**config.mk**
```make
export PLATFORM = sky130hd
export DESIGN_NAME = fys_perm_sched
export DESIGN_NICKNAME = d
export VERILOG_FILES = /design/src/rtl/fys_sched_pkg.sv /design/src/rtl/fys_perm_sched_rr_arbiter.sv /design/src/rtl/fys_perm_sched.sv
export SDC_FILE = /design/constraint.sdc
export NUM_CORES = 1
export LEC_CHECK = 0
export ABC_CLOCK_PERIOD_IN_PS = 2500
export BUFFER_PORTS_ARGS = -buffer_cell sky130_fd_sc_hd__buf_2
export CORE_MARGIN = 4
export CORE_UTILIZATION = 47
export DETAILED_ROUTE_END_ITERATION = 7
export HOLD_SLACK_MARGIN = 0.1
export PLACE_DENSITY_LB_ADDON = 0.3
export SYNTH_ARGS = -nofsm -noshare
export SYNTH_HDL_FRONTEND = slang
export SYNTH_SLANG_ARGS = --single-unit
```
**constraint.sdc**
```tcl
create_clock -name clk -period 2.5 [get_ports clk]
set_input_delay 0.375 -clock clk [delete_from_list [all_inputs] [get_ports clk]]
set_output_delay 0.375 -clock clk [all_outputs]
set_load 0.05 [all_outputs]
```
**src/rtl/fys_sched_pkg.sv**
```systemverilog
// Shared types and helpers for the Fisher-Yates shuffle scheduler.
//   state_e       : controller states
//   ERR_*         : bit indices into the sticky err vector
//   cw()          : clog2-based width helper, never returns less than 1
package fys_sched_pkg;

  typedef enum logic [2:0] {
    ST_IDLE    = 3'd0,
    ST_START   = 3'd1,
    ST_SHUFFLE = 3'd2,
    ST_READY   = 3'd3,
    ST_DRAIN   = 3'd4
  } state_e;

  localparam int unsigned ERR_TIMEOUT   = 0;
  localparam int unsigned ERR_ZERO_SEED = 1;

  // Width needed to hold values 0..n-1; at least one bit so vectors stay legal.
  function automatic int unsigned cw(input int unsigned n);
    return (n < 2) ? 1 : $clog2(n);
  endfunction

endpackage

```
**src/rtl/fys_perm_sched_rr_arbiter.sv**
```systemverilog
// Round-robin arbiter with a rotating priority pointer.
//   clk, rst_n : clock, async active-low reset
//   req        : per-requester request vector
//   en         : arbitration enable; no grant and no pointer move when low
//   gnt        : one-hot grant, combinational from req, en and the pointer
module rr_arbiter
  import fys_sched_pkg::*;
#(
  parameter int unsigned N_REQ = 2
) (
  input  logic             clk,
  input  logic             rst_n,
  input  logic [N_REQ-1:0] req,
  input  logic             en,
  output logic [N_REQ-1:0] gnt
);

  localparam int unsigned PW = cw(N_REQ);

  logic [PW-1:0] ptr_q, ptr_d;
  logic          found;

  // Two passes: first the requesters at or above the pointer, then wrap to 0.
  always_comb begin
    gnt   = '0;
    ptr_d = ptr_q;
    found = 1'b0;
    for (int i = 0; i < int'(N_REQ); i++) begin
      if (en && !found && req[i] && (PW'(i) >= ptr_q)) begin
        gnt[i] = 1'b1;
        found  = 1'b1;
        ptr_d  = (i == int'(N_REQ) - 1) ? '0 : PW'(i + 1);
      end
    end
    for (int i = 0; i < int'(N_REQ); i++) begin
      if (en && !found && req[i]) begin
        gnt[i] = 1'b1;
        found  = 1'b1;
        ptr_d  = (i == int'(N_REQ) - 1) ? '0 : PW'(i + 1);
      end
    end
  end

  always_ff @(posedge clk or negedge rst_n) begin
    if (!rst_n) ptr_q <= '0;
    else        ptr_q <= ptr_d;
  end

endmodule

```
**src/rtl/fys_perm_sched.sv**
```systemverilog
// Sequences one Fisher-Yates shuffle core and shares its read port.
//   clk, rst_n          : clock, async active-low reset
//   seed_in/valid/ready : seed handshake, ready only in IDLE
//   fys_start/fys_seed  : start pulse and held seed to the core
//   fys_done            : core completion level
//   fys_rd_en/addr/data : core read port (data has 1-cycle latency)
//   req/req_addr/gnt    : requester lookups, round-robin granted in READY
//   rsp_valid/rsp_data  : lookup response, one cycle after the grant
//   retire              : retire the current permutation early
//   perm_ready          : permutation available for reads
//   err                 : sticky {zero seed rejected, shuffle timeout}
module fys_perm_sched
  import fys_sched_pkg::*;
#(
  parameter int unsigned M           = 13,
  parameter int unsigned N_REQ       = 2,
  parameter int unsigned REUSE_READS = 2 ** M,
  parameter int unsigned TIMEOUT     = 2 ** (M + 3)
) (
  input  logic               clk,
  input  logic               rst_n,
  input  logic [63:0]        seed_in,
  input  logic               seed_valid,
  output logic               seed_ready,
  output logic               fys_start,
  output logic [63:0]        fys_seed,
  input  logic               fys_done,
  output logic               fys_rd_en,
  output logic [M-1:0]       fys_rd_addr,
  input  logic [M-1:0]       fys_data,
  input  logic [N_REQ-1:0]   req,
  input  logic [N_REQ*M-1:0] req_addr,
  output logic [N_REQ-1:0]   gnt,
  output logic [N_REQ-1:0]   rsp_valid,
  output logic [M-1:0]       rsp_data,
  input  logic               retire,
  output logic               perm_ready,
  output logic [1:0]         err
);

  localparam int unsigned CW = cw(REUSE_READS + 1);
  localparam int unsigned WW = cw(TIMEOUT);

  state_e           state_q, state_d;
  logic [63:0]      seed_q, seed_d;
  logic [WW-1:0]    wdog_q, wdog_d;
  logic [CW-1:0]    cnt_q, cnt_d;
  logic [1:0]       err_q, err_d;
  logic [N_REQ-1:0] rsp_valid_q, rsp_valid_d;
  logic             any_gnt_c;
  logic [M-1:0]     rd_addr_c;

  rr_arbiter #(.N_REQ(N_REQ)) u_arb (
    .clk   (clk),
    .rst_n (rst_n),
    .req   (req),
    .en    (state_q == ST_READY),
    .gnt   (gnt)
  );

  assign any_gnt_c = |gnt;

  // Read address of the granted requester; zero when nothing is granted.
  always_comb begin
    rd_addr_c = '0;
    for (int i = 0; i < int'(N_REQ); i++) begin
      if (gnt[i]) rd_addr_c = req_addr[i*M +: M];
    end
  end

  // Next-state logic.
  always_comb begin
    state_d     = state_q;
    seed_d      = seed_q;
    wdog_d      = wdog_q;
    cnt_d       = cnt_q;
    err_d       = err_q;
    rsp_valid_d = gnt;
    case (state_q)
      ST_IDLE: begin
        if (seed_valid) begin
          // A zero seed would lock the xorshift generator in the core.
          if (seed_in != '0) begin
            seed_d  = seed_in;
            state_d = ST_START;
          end else begin
            err_d[ERR_ZERO_SEED] = 1'b1;
          end
        end
      end
      ST_START: begin
        wdog_d  = '0;
        state_d = ST_SHUFFLE;
      end
      ST_SHUFFLE: begin
        wdog_d = wdog_q + WW'(1);
        // wdog_q == 0 marks the first cycle, where fys_done may be stale.
        if ((wdog_q != '0) && fys_done) begin
          state_d = ST_READY;
        end else if (wdog_q == WW'(TIMEOUT - 1)) begin
          err_d[ERR_TIMEOUT] = 1'b1;
          state_d            = ST_IDLE;
        end
      end
      ST_READY: begin
        if (any_gnt_c) cnt_d = cnt_q + CW'(1);
        if ((any_gnt_c && (cnt_q == CW'(REUSE_READS - 1))) || retire) begin
          state_d = ST_DRAIN;
        end
      end
      ST_DRAIN: begin
        // The last grant's response is delivered during this cycle.
        cnt_d   = '0;
        state_d = ST_IDLE;
      end
      default: state_d = ST_IDLE;
    endcase
  end

  always_ff @(posedge clk or negedge rst_n) begin
    if (!rst_n) begin
      state_q     <= ST_IDLE;
      seed_q      <= '0;
      wdog_q      <= '0;
      cnt_q       <= '0;
      err_q       <= '0;
      rsp_valid_q <= '0;
    end else begin
      state_q     <= state_d;
      seed_q      <= seed_d;
      wdog_q      <= wdog_d;
      cnt_q       <= cnt_d;
      err_q       <= err_d;
      rsp_valid_q <= rsp_valid_d;
    end
  end

  assign seed_ready  = (state_q == ST_IDLE);
  assign fys_start   = (state_q == ST_START);
  assign perm_ready  = (state_q == ST_READY);
  assign fys_seed    = seed_q;
  assign err         = err_q;
  assign fys_rd_en   = any_gnt_c;
  assign fys_rd_addr = rd_addr_c;
  assign rsp_valid   = rsp_valid_q;
  assign rsp_data    = (rsp_valid_q != '0) ? fys_data : '0;

endmodule

```
==> impl_metrics.env <==
export IMPL_status="completed"
export IMPL_drcViolationCount=0
export IMPL_synth_edf_count=0
export IMPL_core_um2=9415
export IMPL_port_buffers=209
export IMPL_synthDistinctLibCells=38
export IMPL_grt_pass1_wl_mm=20.23
export IMPL_first_pass_iters=4
export IMPL_crit_required_ps=2120
export IMPL_fin_crit_sh=0.9401
export IMPL_initial_core_util=0.4908
export IMPL_synth_top_area_frac=0.5524
export IMPL_hp_class="in2reg"
export IMPL_clock_latency_ps=360
export IMPL_use_met3=0.08850
export IMPL_clk_pin_slew_ps=110
export IMPL_holdPathStages=2
export IMPL_ys_warn_count=0
export IMPL_pwr_density_cell_nw_per_um2=1347
export IMPL_grt_pass1_vias=4109
export IMPL_ctsRootBufferMaster="clkbuf_8"
export IMPL_syn_to_final_growth_pct=31.74
export IMPL_comb_power_share=0.559
export IMPL_synthTopCellsByCount="dfrtp_1 (102), mux2_2 (64), nand2_1 (29), nor2_1 (25)"
export IMPL_hold_slack_ps=251.1
export IMPL_cap_violations=0
export IMPL_grt_max_degree=46
export IMPL_io_pins=210
export IMPL_grtUsageTotal=0.2202
export IMPL_via_count=3956
export IMPL_tightest_slew_ps=715.3
export IMPL_syn_area_um2=4621
export IMPL_yosysSeqAreaShare=0.5524
export IMPL_cts_sinks=102
export IMPL_p_sw_w=0.004263
export IMPL_cts_buffers=9
export IMPL_routed_via_density=5.353
export IMPL_swShare=0.5200
export IMPL_worst_clock_skew_ps=15.45
export IMPL_yosysMostFrequentCell="dfrtp_1"
export IMPL_maxSlewViolCount=0
export IMPL_cts_tree="yes"
export IMPL_irDropWorstVdd_mv=1.094
export IMPL_synth_main_ff_cell="dfrtp_1"
export IMPL_max_slew_margin_rel=0.5213
export IMPL_die_width_um=107.2
export IMPL_grtUsageMet2=0.3923
export IMPL_synth_top_cell_by_area="dfrtp_1"
export IMPL_synthesis_nets=501
export IMPL_p_clk_frac=0.118
export IMPL_utilization=0.6465
export IMPL_clk_path_buf_depth=2
export IMPL_setup_violations=0
export IMPL_worstPathMaxFanout=15
export IMPL_dpl_cell_count=722
export IMPL_antenna_found_initial=0
export IMPL_netlist_top_cells_area="dfrtp_1 (55%), mux2_2 (16%), nor4_1 (2.7%)"
export IMPL_wl_per_cell_um=16.99
export IMPL_drt_iter0_drc=136
export IMPL_crit_arrival_ps=1980
export IMPL_rr_worst_depth=5
export IMPL_nNetsFinal=719
export IMPL_critPathMaxStageDelay_ps=450
export IMPL_row_count=35
export IMPL_max_freq_mhz=425.5
export IMPL_ys_ff_latch=102
export IMPL_synthCells=388
export IMPL_antenna_left=0
export IMPL_overflow=0
export IMPL_hold_viol=0
export IMPL_seqPwrFrac=0.323
export IMPL_rsz0062_at_grt="false"
export IMPL_period_needed_ps=2350
export IMPL_cts_htree_levels=3
export IMPL_met1_usage=0.2491
export IMPL_dieArea_um2=11480
export IMPL_die_height_um=107.2
export IMPL_p_leak_nw=2.989
export IMPL_cp_end_kind="output pin"
export IMPL_busiest_layer="met2"
export IMPL_drive_gt1_frac=0.5180
export IMPL_worstSetupStartpointType="flip-flop"
export IMPL_cell_internal_pwr_w=0.003936
export IMPL_p_total_w=0.008199
export IMPL_ys_async_sr_fraction=1.000
export IMPL_crit_slowest_cell="dfrtp_2"
export IMPL_dpl_hpwl_mm=9.698
export IMPL_syn_avg_cell_area_um2=11.91
export IMPL_path_class="reg2out"
export IMPL_diodes=0
export IMPL_setup_tns_ps=0
export IMPL_regToRegSetupSlack_ps=450
export IMPL_place_gp_congestion=0.8498
export IMPL_wl_mm=12.55
export IMPL_stdcell_count=739
export IMPL_crit_chain="nand3b_1, inv_2, nand2_1, a21oi_1, buf_6, a22o_1, buf_4"
==> cells by family after synthesis <==
logic type               Yosys count  share of synthesized area
multiplexers                      68                     0.1646
adder cells (fa/ha/maj)            3                   0.008124
flip-flops                       102                     0.5524
AO/OA/AOI/OAI                     48                    0.06905
XOR/XNOR                          12                    0.02275
AND/OR/NAND/NOR                  136                     0.1579
buffers and inverters             19                    0.02518
==> layout by cell type, fill, tap and decap left out, types with 7 or more instances in the layout <==
cell type,n
buf_2,195
dfrtp_1,101
mux2_2,64
nand2_1,29
nor2_1,25
o21ai_0,20
nor4_1,20
nor2b_1,13
nand4_1,12
clkbuf_4,12
nand3_1,10
a22o_2,9
clkbuf_8,9
xnor2_1,7
buf_4,7
==> power groups by stage <==
stage | Clock [W] | Combinational [W] | Sequential, W
2_1_floorplan | 0 | 0.00159 | 0.00452
3_3_place_gp | 0 | 0.00450 | 0.00264
3_5_place_dp | 0 | 0.00458 | 0.00267
4_1_cts | 0.00100 | 0.00458 | 0.00265
5_1_grt | 0.00107 | 0.00483 | 0.00274
6_report | 0.000969 | 0.00459 | 0.00264
==> path summary, 6_finish.rpt <==
check | startpoint | endpoint
min in group asynchronous | rst_n | wdog_q[14]
min reg2reg | err[0] | err[0]
max in group asynchronous | rst_n | cnt_q[13]
min | seed_in[13] | fys_seed[13]
max reg2reg | state_q[0] | fys_seed[55]
max | state_q[2] | fys_rd_addr[0]
==> worst max-delay path, delay by kind of cell (launching register included) <==
family | cells | cell delay [ps]
flip-flops | 1 | 450
AO/OA/AOI/OAI | 2 | 350
AND/OR/NAND/NOR | 2 | 300
buffers and inverters | 3 | 530
==> flip-flops by register name, summed over array words and instances, names as in the netlist <==
signal       flops
u_arb.ptr_q      1
fys_seed        64
state_q          3
err              2
rsp_valid        2
cnt_q           14
wdog_q          16
==> metal layers <==
metal | vias up | share of wire
met5 | - | 0
met2 | 179 | 0.52
met3 | 8 | 0.10
met1 | 1921 | 0.37
li1 | 1848 | -
met4 | 0 | 0.0087
==> metrics by stage <==
stage	area [um^2]	setup slack (ps)
final	6087	149.7
after global routing	6087	9.907
after global placement	5847	228.4
after detailed placement	5847	208.2
after CTS	6035	16.55
after floorplan	4639	35.61
==> what timing repair did <==
action | CTS | global route
gates resized for setup | 0 | 19
hold endpoints to repair | 32 | 0
buffers inserted | 0 | 1
hold buffers | 1 | 0
endpoints found under the setup margin | 0 | 13
==> layout make-up <==
| type | count | area [um^2] |
|---|---|---|
| fillers | 761 | 3328 |
| flip-flops and latches | 102 | 2554 |
| multi-input cells | 267 | 1977 |
| repair buffers | 219 | 1191 |
| well taps | 129 | 161.4 |
| clock buffers | 9 | 123.9 |
| clock inverters | 6 | 53.80 |
| inverters | 7 | 26.28 |
Note: power is estimated with default switching activity, not from simulation.
